**src/rtl/alu_exec_pkg.sv**
```systemverilog
`default_nettype none
// +----------------------------------------------------------------------+
// | alu_exec_pkg : ALU codes, OP/func7 encodings and FSM states           |
// | Revision     : 1.0                                                    |
// +----------------------------------------------------------------------+
package alu_exec_pkg;

  localparam logic [3:0] ALU_AND  = 4'd0;
  localparam logic [3:0] ALU_OR   = 4'd1;
  localparam logic [3:0] ALU_ADD  = 4'd2;
  localparam logic [3:0] ALU_XOR  = 4'd3;
  localparam logic [3:0] ALU_SLL  = 4'd4;
  localparam logic [3:0] ALU_SRL  = 4'd5;
  localparam logic [3:0] ALU_SUB  = 4'd6;
  localparam logic [3:0] ALU_SLT  = 4'd7;
  localparam logic [3:0] ALU_SLTU = 4'd8;
  localparam logic [3:0] ALU_SRA  = 4'd9;
  localparam logic [3:0] ALU_MUL  = 4'd10;
  localparam logic [3:0] ALU_DIVU = 4'd11;
  localparam logic [3:0] ALU_REMU = 4'd12;
  localparam logic [3:0] ALU_ILL  = 4'd15;

  localparam logic [1:0] OP_MEM = 2'd0;
  localparam logic [1:0] OP_BR  = 2'd1;
  localparam logic [1:0] OP_R   = 2'd2;
  localparam logic [1:0] OP_RSV = 2'd3;

  localparam logic [1:0] S_IDLE = 2'd0;
  localparam logic [1:0] S_MUL  = 2'd1;
  localparam logic [1:0] S_DIV  = 2'd2;

  localparam logic [6:0] F7_BASE = 7'd0;
  localparam logic [6:0] F7_ALT  = 7'd32;
  localparam logic [6:0] F7_M    = 7'd1;

  function automatic logic is_iterative(input logic [3:0] code);
    return (code == ALU_MUL) || (code == ALU_DIVU) || (code == ALU_REMU);
  endfunction

endpackage
`default_nettype wire

```
**src/rtl/alu_exec_unit_decode.sv**
```systemverilog
`default_nettype none
// +----------------------------------------------------------------------+
// | alu_decode : combinational op/func3/func7 -> 4-bit ALU code           |
// | Revision   : 1.0                                                      |
// +----------------------------------------------------------------------+
module alu_decode
  import alu_exec_pkg::*;
#(
  parameter bit ENABLE_M = 1'b1
) (
  input  logic [1:0] op,
  input  logic [2:0] func3,
  input  logic [6:0] func7,
  output logic [3:0] alu_code
);

  always_comb begin
    alu_code = ALU_ILL;
    case (op)
      OP_MEM: alu_code = ALU_ADD;
      OP_BR:  alu_code = ALU_SUB;
      OP_R: begin
        if (func7 == F7_BASE) begin
          case (func3)
            3'd0:    alu_code = ALU_ADD;
            3'd1:    alu_code = ALU_SLL;
            3'd2:    alu_code = ALU_SLT;
            3'd3:    alu_code = ALU_SLTU;
            3'd4:    alu_code = ALU_XOR;
            3'd5:    alu_code = ALU_SRL;
            3'd6:    alu_code = ALU_OR;
            default: alu_code = ALU_AND;
          endcase
        end else if (func7 == F7_ALT) begin
          if (func3 == 3'd0)      alu_code = ALU_SUB;
          else if (func3 == 3'd5) alu_code = ALU_SRA;
        end else if (ENABLE_M && (func7 == F7_M)) begin
          if (func3 == 3'd0)      alu_code = ALU_MUL;
          else if (func3 == 3'd5) alu_code = ALU_DIVU;
          else if (func3 == 3'd7) alu_code = ALU_REMU;
        end
      end
      default: alu_code = ALU_ILL;
    endcase
  end

endmodule
`default_nettype wire

```
**src/rtl/alu_exec_unit.sv**
```systemverilog
`default_nettype none
// +----------------------------------------------------------------------+
// | alu_exec_unit : decoded ALU with iterative MUL/DIVU/REMU, valid/ready |
// | Revision      : 1.0                                                   |
// +----------------------------------------------------------------------+
module alu_exec_unit
  import alu_exec_pkg::*;
#(
  parameter int XLEN     = 32,
  parameter bit ENABLE_M = 1'b1
) (
  input  logic            clk,
  input  logic            rst,
  input  logic            in_valid,
  output logic            in_ready,
  input  logic [1:0]      op,
  input  logic [2:0]      func3,
  input  logic [6:0]      func7,
  input  logic [XLEN-1:0] a,
  input  logic [XLEN-1:0] b,
  output logic            out_valid,
  input  logic            out_ready,
  output logic [XLEN-1:0] result,
  output logic            zero,
  output logic            illegal
);

  localparam int                c_SHW  = $clog2(XLEN);
  localparam logic [c_SHW-1:0]  c_LAST = c_SHW'(XLEN - 1);

  logic [3:0]      w_code;
  logic [XLEN-1:0] w_alu;
  logic [c_SHW-1:0] w_shamt;
  logic            w_accept, w_done, w_load;
  logic [XLEN-1:0] w_load_val;

  logic [1:0]       r_state;
  logic [c_SHW-1:0] r_count;
  logic [XLEN-1:0]  r_acc, r_mcand, r_mplier;
  logic [XLEN-1:0]  r_rem, r_quo, r_div;
  logic             r_is_rem;
  logic             r_out_valid, r_zero, r_illegal;
  logic [XLEN-1:0]  r_result;

  alu_decode #(.ENABLE_M(ENABLE_M)) u_decode (
    .op       (op),
    .func3    (func3),
    .func7    (func7),
    .alu_code (w_code)
  );

  assign w_shamt = b[c_SHW-1:0];

  always_comb begin
    w_alu = '0;
    case (w_code)
      ALU_AND:  w_alu = a & b;
      ALU_OR:   w_alu = a | b;
      ALU_ADD:  w_alu = a + b;
      ALU_XOR:  w_alu = a ^ b;
      ALU_SLL:  w_alu = a << w_shamt;
      ALU_SRL:  w_alu = a >> w_shamt;
      ALU_SUB:  w_alu = a - b;
      ALU_SLT:  w_alu = {{(XLEN-1){1'b0}}, ($signed(a) < $signed(b))};
      ALU_SLTU: w_alu = {{(XLEN-1){1'b0}}, (a < b)};
      ALU_SRA:  w_alu = $unsigned($signed(a) >>> w_shamt);
      default:  w_alu = '0;
    endcase
  end

  // One shift-add step and one restoring-divide step per cycle.
  logic [XLEN-1:0] w_mul_next;
  logic [XLEN:0]   w_rem_sh, w_diff;
  logic            w_qbit;
  logic [XLEN-1:0] w_rem_next, w_quo_next, w_iter_res;

  assign w_mul_next = r_acc + (r_mplier[0] ? r_mcand : '0);
  assign w_rem_sh   = {r_rem, r_quo[XLEN-1]};
  assign w_diff     = w_rem_sh - {1'b0, r_div};
  assign w_qbit     = ~w_diff[XLEN];
  assign w_rem_next = w_qbit ? w_diff[XLEN-1:0] : w_rem_sh[XLEN-1:0];
  assign w_quo_next = {r_quo[XLEN-2:0], w_qbit};
  assign w_iter_res = (r_state == S_MUL) ? w_mul_next :
                      (r_is_rem ? w_rem_next : w_quo_next);

  assign in_ready   = (r_state == S_IDLE) && (!r_out_valid || out_ready);
  assign w_accept   = in_valid && in_ready;
  assign w_done     = (r_state != S_IDLE) && (r_count == c_LAST);
  assign w_load     = (w_accept && !is_iterative(w_code)) || w_done;
  assign w_load_val = w_done ? w_iter_res : w_alu;

  always_ff @(posedge clk) begin
    if (rst) begin
      r_state  <= S_IDLE;
      r_count  <= '0;
      r_acc    <= '0;
      r_mcand  <= '0;
      r_mplier <= '0;
      r_rem    <= '0;
      r_quo    <= '0;
      r_div    <= '0;
      r_is_rem <= 1'b0;
    end else begin
      case (r_state)
        S_IDLE: begin
          r_count <= '0;
          if (w_accept && (w_code == ALU_MUL)) begin
            r_state  <= S_MUL;
            r_acc    <= '0;
            r_mcand  <= a;
            r_mplier <= b;
          end else if (w_accept && is_iterative(w_code)) begin
            r_state  <= S_DIV;
            r_rem    <= '0;
            r_quo    <= a;
            r_div    <= b;
            r_is_rem <= (w_code == ALU_REMU);
          end
        end
        S_MUL: begin
          r_acc    <= w_mul_next;
          r_mcand  <= r_mcand << 1;
          r_mplier <= r_mplier >> 1;
          r_count  <= w_done ? '0 : r_count + c_SHW'(1);
          if (w_done) r_state <= S_IDLE;
        end
        S_DIV: begin
          r_rem   <= w_rem_next;
          r_quo   <= w_quo_next;
          r_count <= w_done ? '0 : r_count + c_SHW'(1);
          if (w_done) r_state <= S_IDLE;
        end
        default: begin
          r_state <= S_IDLE;
          r_count <= '0;
        end
      endcase
    end
  end

  // Output regs hold under backpressure; a new load overrides a drain.
  always_ff @(posedge clk) begin
    if (rst) begin
      r_out_valid <= 1'b0;
      r_result    <= '0;
      r_zero      <= 1'b0;
      r_illegal   <= 1'b0;
    end else if (w_load) begin
      r_out_valid <= 1'b1;
      r_result    <= w_load_val;
      r_zero      <= (w_load_val == '0);
      r_illegal   <= !w_done && (w_code == ALU_ILL);
    end else if (r_out_valid && out_ready) begin
      r_out_valid <= 1'b0;
    end
  end

  assign out_valid = r_out_valid;
  assign result    = r_result;
  assign zero      = r_zero;
  assign illegal   = r_illegal;

endmodule
`default_nettype wire

```
**config.mk**
```make
export PLATFORM = sky130hd
export DESIGN_NAME = alu_exec_unit
export DESIGN_NICKNAME = d
export VERILOG_FILES = /design/src/rtl/alu_exec_pkg.sv /design/src/rtl/alu_exec_unit_decode.sv /design/src/rtl/alu_exec_unit.sv
export SDC_FILE = /design/constraint.sdc
export NUM_CORES = 1
export LEC_CHECK = 0
export ABC_AREA = 1
export BUFFER_PORTS_ARGS = -buffer_cell sky130_fd_sc_hd__buf_2
export CAP_MARGIN = 20
export CORE_UTILIZATION = 40
export CTS_BUF_LIST = sky130_fd_sc_hd__clkbuf_8
export DETAILED_ROUTE_END_ITERATION = 8
export PLACE_DENSITY = 0.62
export SYNTH_ARGS = -nofsm -noshare
export SYNTH_HDL_FRONTEND = slang
export SYNTH_SLANG_ARGS = --single-unit
```
**constraint.sdc**
```tcl
create_clock -name clk -period 4 [get_ports clk]
set_input_delay 0.8 -clock clk [delete_from_list [all_inputs] [get_ports clk]]
set_output_delay 0.8 -clock clk [all_outputs]
set_load 0.05 [all_outputs]
```
==> out/metrics.cfg <==
[status]
status = complete, no violations

[global_route]
grt_max_degree = 76
use_met1_pct = 50.8
grt_busiest_layer = met2
grt_pass1_vias = 31600
grt_use_total_pct = 38.7
use_met3_pct = 6.25
grt_util_met2_pct = 57.1
grt_pass1_wl_mm = 201
antenna_found_initial = 1
grt_overflow = 0

[min_path]
hold_class = flip-flop to flip-flop

[cells_and_area]
final_common_cell = nand2_1
utilization_pct = 46.9
drive_above_1_share_pct = 10.5
multi_input_area_um2 = 18900
final-seq-area_um2 = 4710
final_nets = 5612
area_delta_synth_final_pct = 15.7
final_cells = 6264
final_cell_mix = nand2_1, inv_1, nand3_1, nor2_1, buf_4
nFillCells = 7531
finalInstanceArea_um2 = 31600

[timing]
fin_skew_ns = 0.0588
tightest_slew_ns = 0.925
hold_viol = 0
setup_viol = 0
timing.final.ws_setup_ns = 0.216
fin_worst_hold_slack_ns = 0.456
fin_crit_ns = 3.78
tns_ns = 0
fmax_mhz = 264
slew-limit-headroom_pct = 37.7
rsz0062_at_grt = no
slew_viol_final = 0
timing.final.crit_share_pct = 94.6

[routing]
vias = 34600
via_per_inst = 5.53
ant_nets = 0
drt_iter0_markers = 4544
drc = 0
drt-total-wl_mm = 138
wl_per_cell_um = 22.0
firstDrtPassIters = 9

[clocking]
cts-resized-gates = 0
h-tree-depth = 2
insertion_delay_ns = 0.66
cts_num_sinks = 235
clk_pin_slew_worst_paths_ns = 0.06
root_buffer = clkbuf_8
postCtsSetupRepairBufs = 0
cts_hold_buf = 0
cts_buffers = 44
cts_tree = done
clock_path_buffers = 3

[critical_path]
startpoint_type = flip-flop
worstPathRequired_ns = 4.53
arrival_ns = 4.31
worstSetupPathType = flip-flop to flip-flop
cp-end-kind = flip-flop
critPathMaxFanout = 28

[pwr]
power.leakage_nw = 17.6
power_mw = 7.89
irDropWorstVdd_mv = 0.293
power.density_nw_per_um2 = 249

[place]
gp_congestion = 1.12
hpwl_mm = 112
dp_slack_ns = -0.198
placed_area_um2 = 30700
io_buffers = 115
place_inst = 6185

[logic_synthesis]
synth_ff_type = dfxtp_1
ys_warn_count = 0
syn-num-nets = 5374
yosysUniqueCellTypes = 45
async_flop_share_pct = 0
avgSynthCellArea_um2 = 5.34
synth-edff-count = 0
ys_seq_area_share_pct = 17.2
synthCells = 5120
synth_seq_cells = 235
netlist_area_um2 = 27300

[floorplan]
core_area_um2 = 67400
die-area_um2 = 69300
die_h_um = 263
rows = 95
initial_core_util_pct = 40.5
die_w_um = 263
ios = 116

[job]
maxCapViolations = 0

[layer usage]
layer | up-vias | wire (um)
met5 | - | 0
met2 | 1894 | 56700
li1 | 16700 | -
met1 | 15600 | 56100
met4 | 0 | 11400
met3 | 415 | 13600
[Yosys cell counts, types with 9 or more instances]
| library cell | count | area (um^2) |
|---|---|---|
| inv_2 | 20 | 75.1 |
| and2_1 | 13 | 81.3 |
| nand2_1 | 1798 | 6750 |
| nor3_1 | 26 | 130 |
| xnor2_1 | 14 | 123 |
| a211oi_1 | 35 | 263 |
| nor2_1 | 459 | 1720 |
| nand4_1 | 43 | 269 |
| clkinv_1 | 9 | 33.8 |
| o21bai_1 | 25 | 188 |
| buf_1 | 22 | 82.6 |
| ha_1 | 170 | 2130 |
| o21ai_1 | 35 | 175 |
| a31oi_1 | 35 | 219 |
| nand3b_1 | 10 | 75.1 |
| dfxtp_1 | 235 | 4700 |
| o211ai_1 | 30 | 225 |
| xor2_1 | 26 | 228 |
| buf_2 | 81 | 405 |
| nand3_1 | 599 | 3000 |
| o21ai_0 | 277 | 1390 |
| clkbuf_1 | 127 | 477 |
| inv_1 | 694 | 2610 |
| a21oi_1 | 260 | 1300 |
[logic make-up after synthesis]
| logic type | after synthesis | synth area share, % |
|---|---|---|
| AND/OR/NAND/NOR | 2990 | 45.2 |
| buffers and inverters | 962 | 13.8 |
| AO/OA/AOI/OAI | 719 | 14.4 |
| flip-flops | 235 | 17.2 |
| adder cells (fa/ha/maj) | 174 | 8.08 |
| XOR/XNOR | 40 | 1.28 |
[where the power goes]
group | internal [mW] | total (mW) | switching [mW]
Combinational | 0.893 | 2.92 | 2.02
Clock | 1.41 | 2.57 | 1.16
Sequential | 2.38 | 2.40 | 0.0228
[layout make-up]
type / count / share of cell area (%)
Antenna cell: 1 / 0.00792
Multi-Input combinational cell: 3923 / 59.8
Clock buffer: 50 / 2.18
Tap cell: 873 / 3.46
Sequential cell: 235 / 14.9
Clock inverter: 28 / 0.756
Timing Repair Buffer: 431 / 10.4
Inverter: 723 / 8.60
[worst paths after layout]
check / depth (start not counted) / start / endpoint / slack, ns
setup / recovery: 21 / r_mplier[0] / zero / 0.22
hold / removal: 1 / r_count[0] / r_count[0] / 0.46
setup reg to reg: 21 / r_mplier[0] / zero / 0.22
hold reg to reg: 1 / r_count[0] / r_count[0] / 0.46
[critical path: stages, from the launching register on]
cell      delay [ns]
dfxtp_1         0.46
buf_12          0.22
nand2_1         0.09
inv_1           0.06
ha_1            0.28
a21oi_1         0.29
inv_1           0.07
a31oi_1         0.26
a21boi_0        0.37
nand3_1         0.13
nand2_1         0.08
nand3_1         0.25
nand2_1         0.21
nand2_1         0.11
nand2_1         0.24
nor2_1          0.07
nand2_1         0.07
clkinv_1        0.06
nand2_1         0.14
nor2_1          0.09
nand2_1         0.06
a21oi_1         0.05
[state kept, by name (all words and copies together), names as in the netlist]
register,cells
r_mplier,32
r_quo,32
zero,1
illegal,1
r_div,32
r_rem,32
r_state,2
r_acc,32
r_is_rem,1
result,32
r_count,5
out_valid,1
r_mcand,32
No activity file was read; power rests on OpenSTA's default activity.
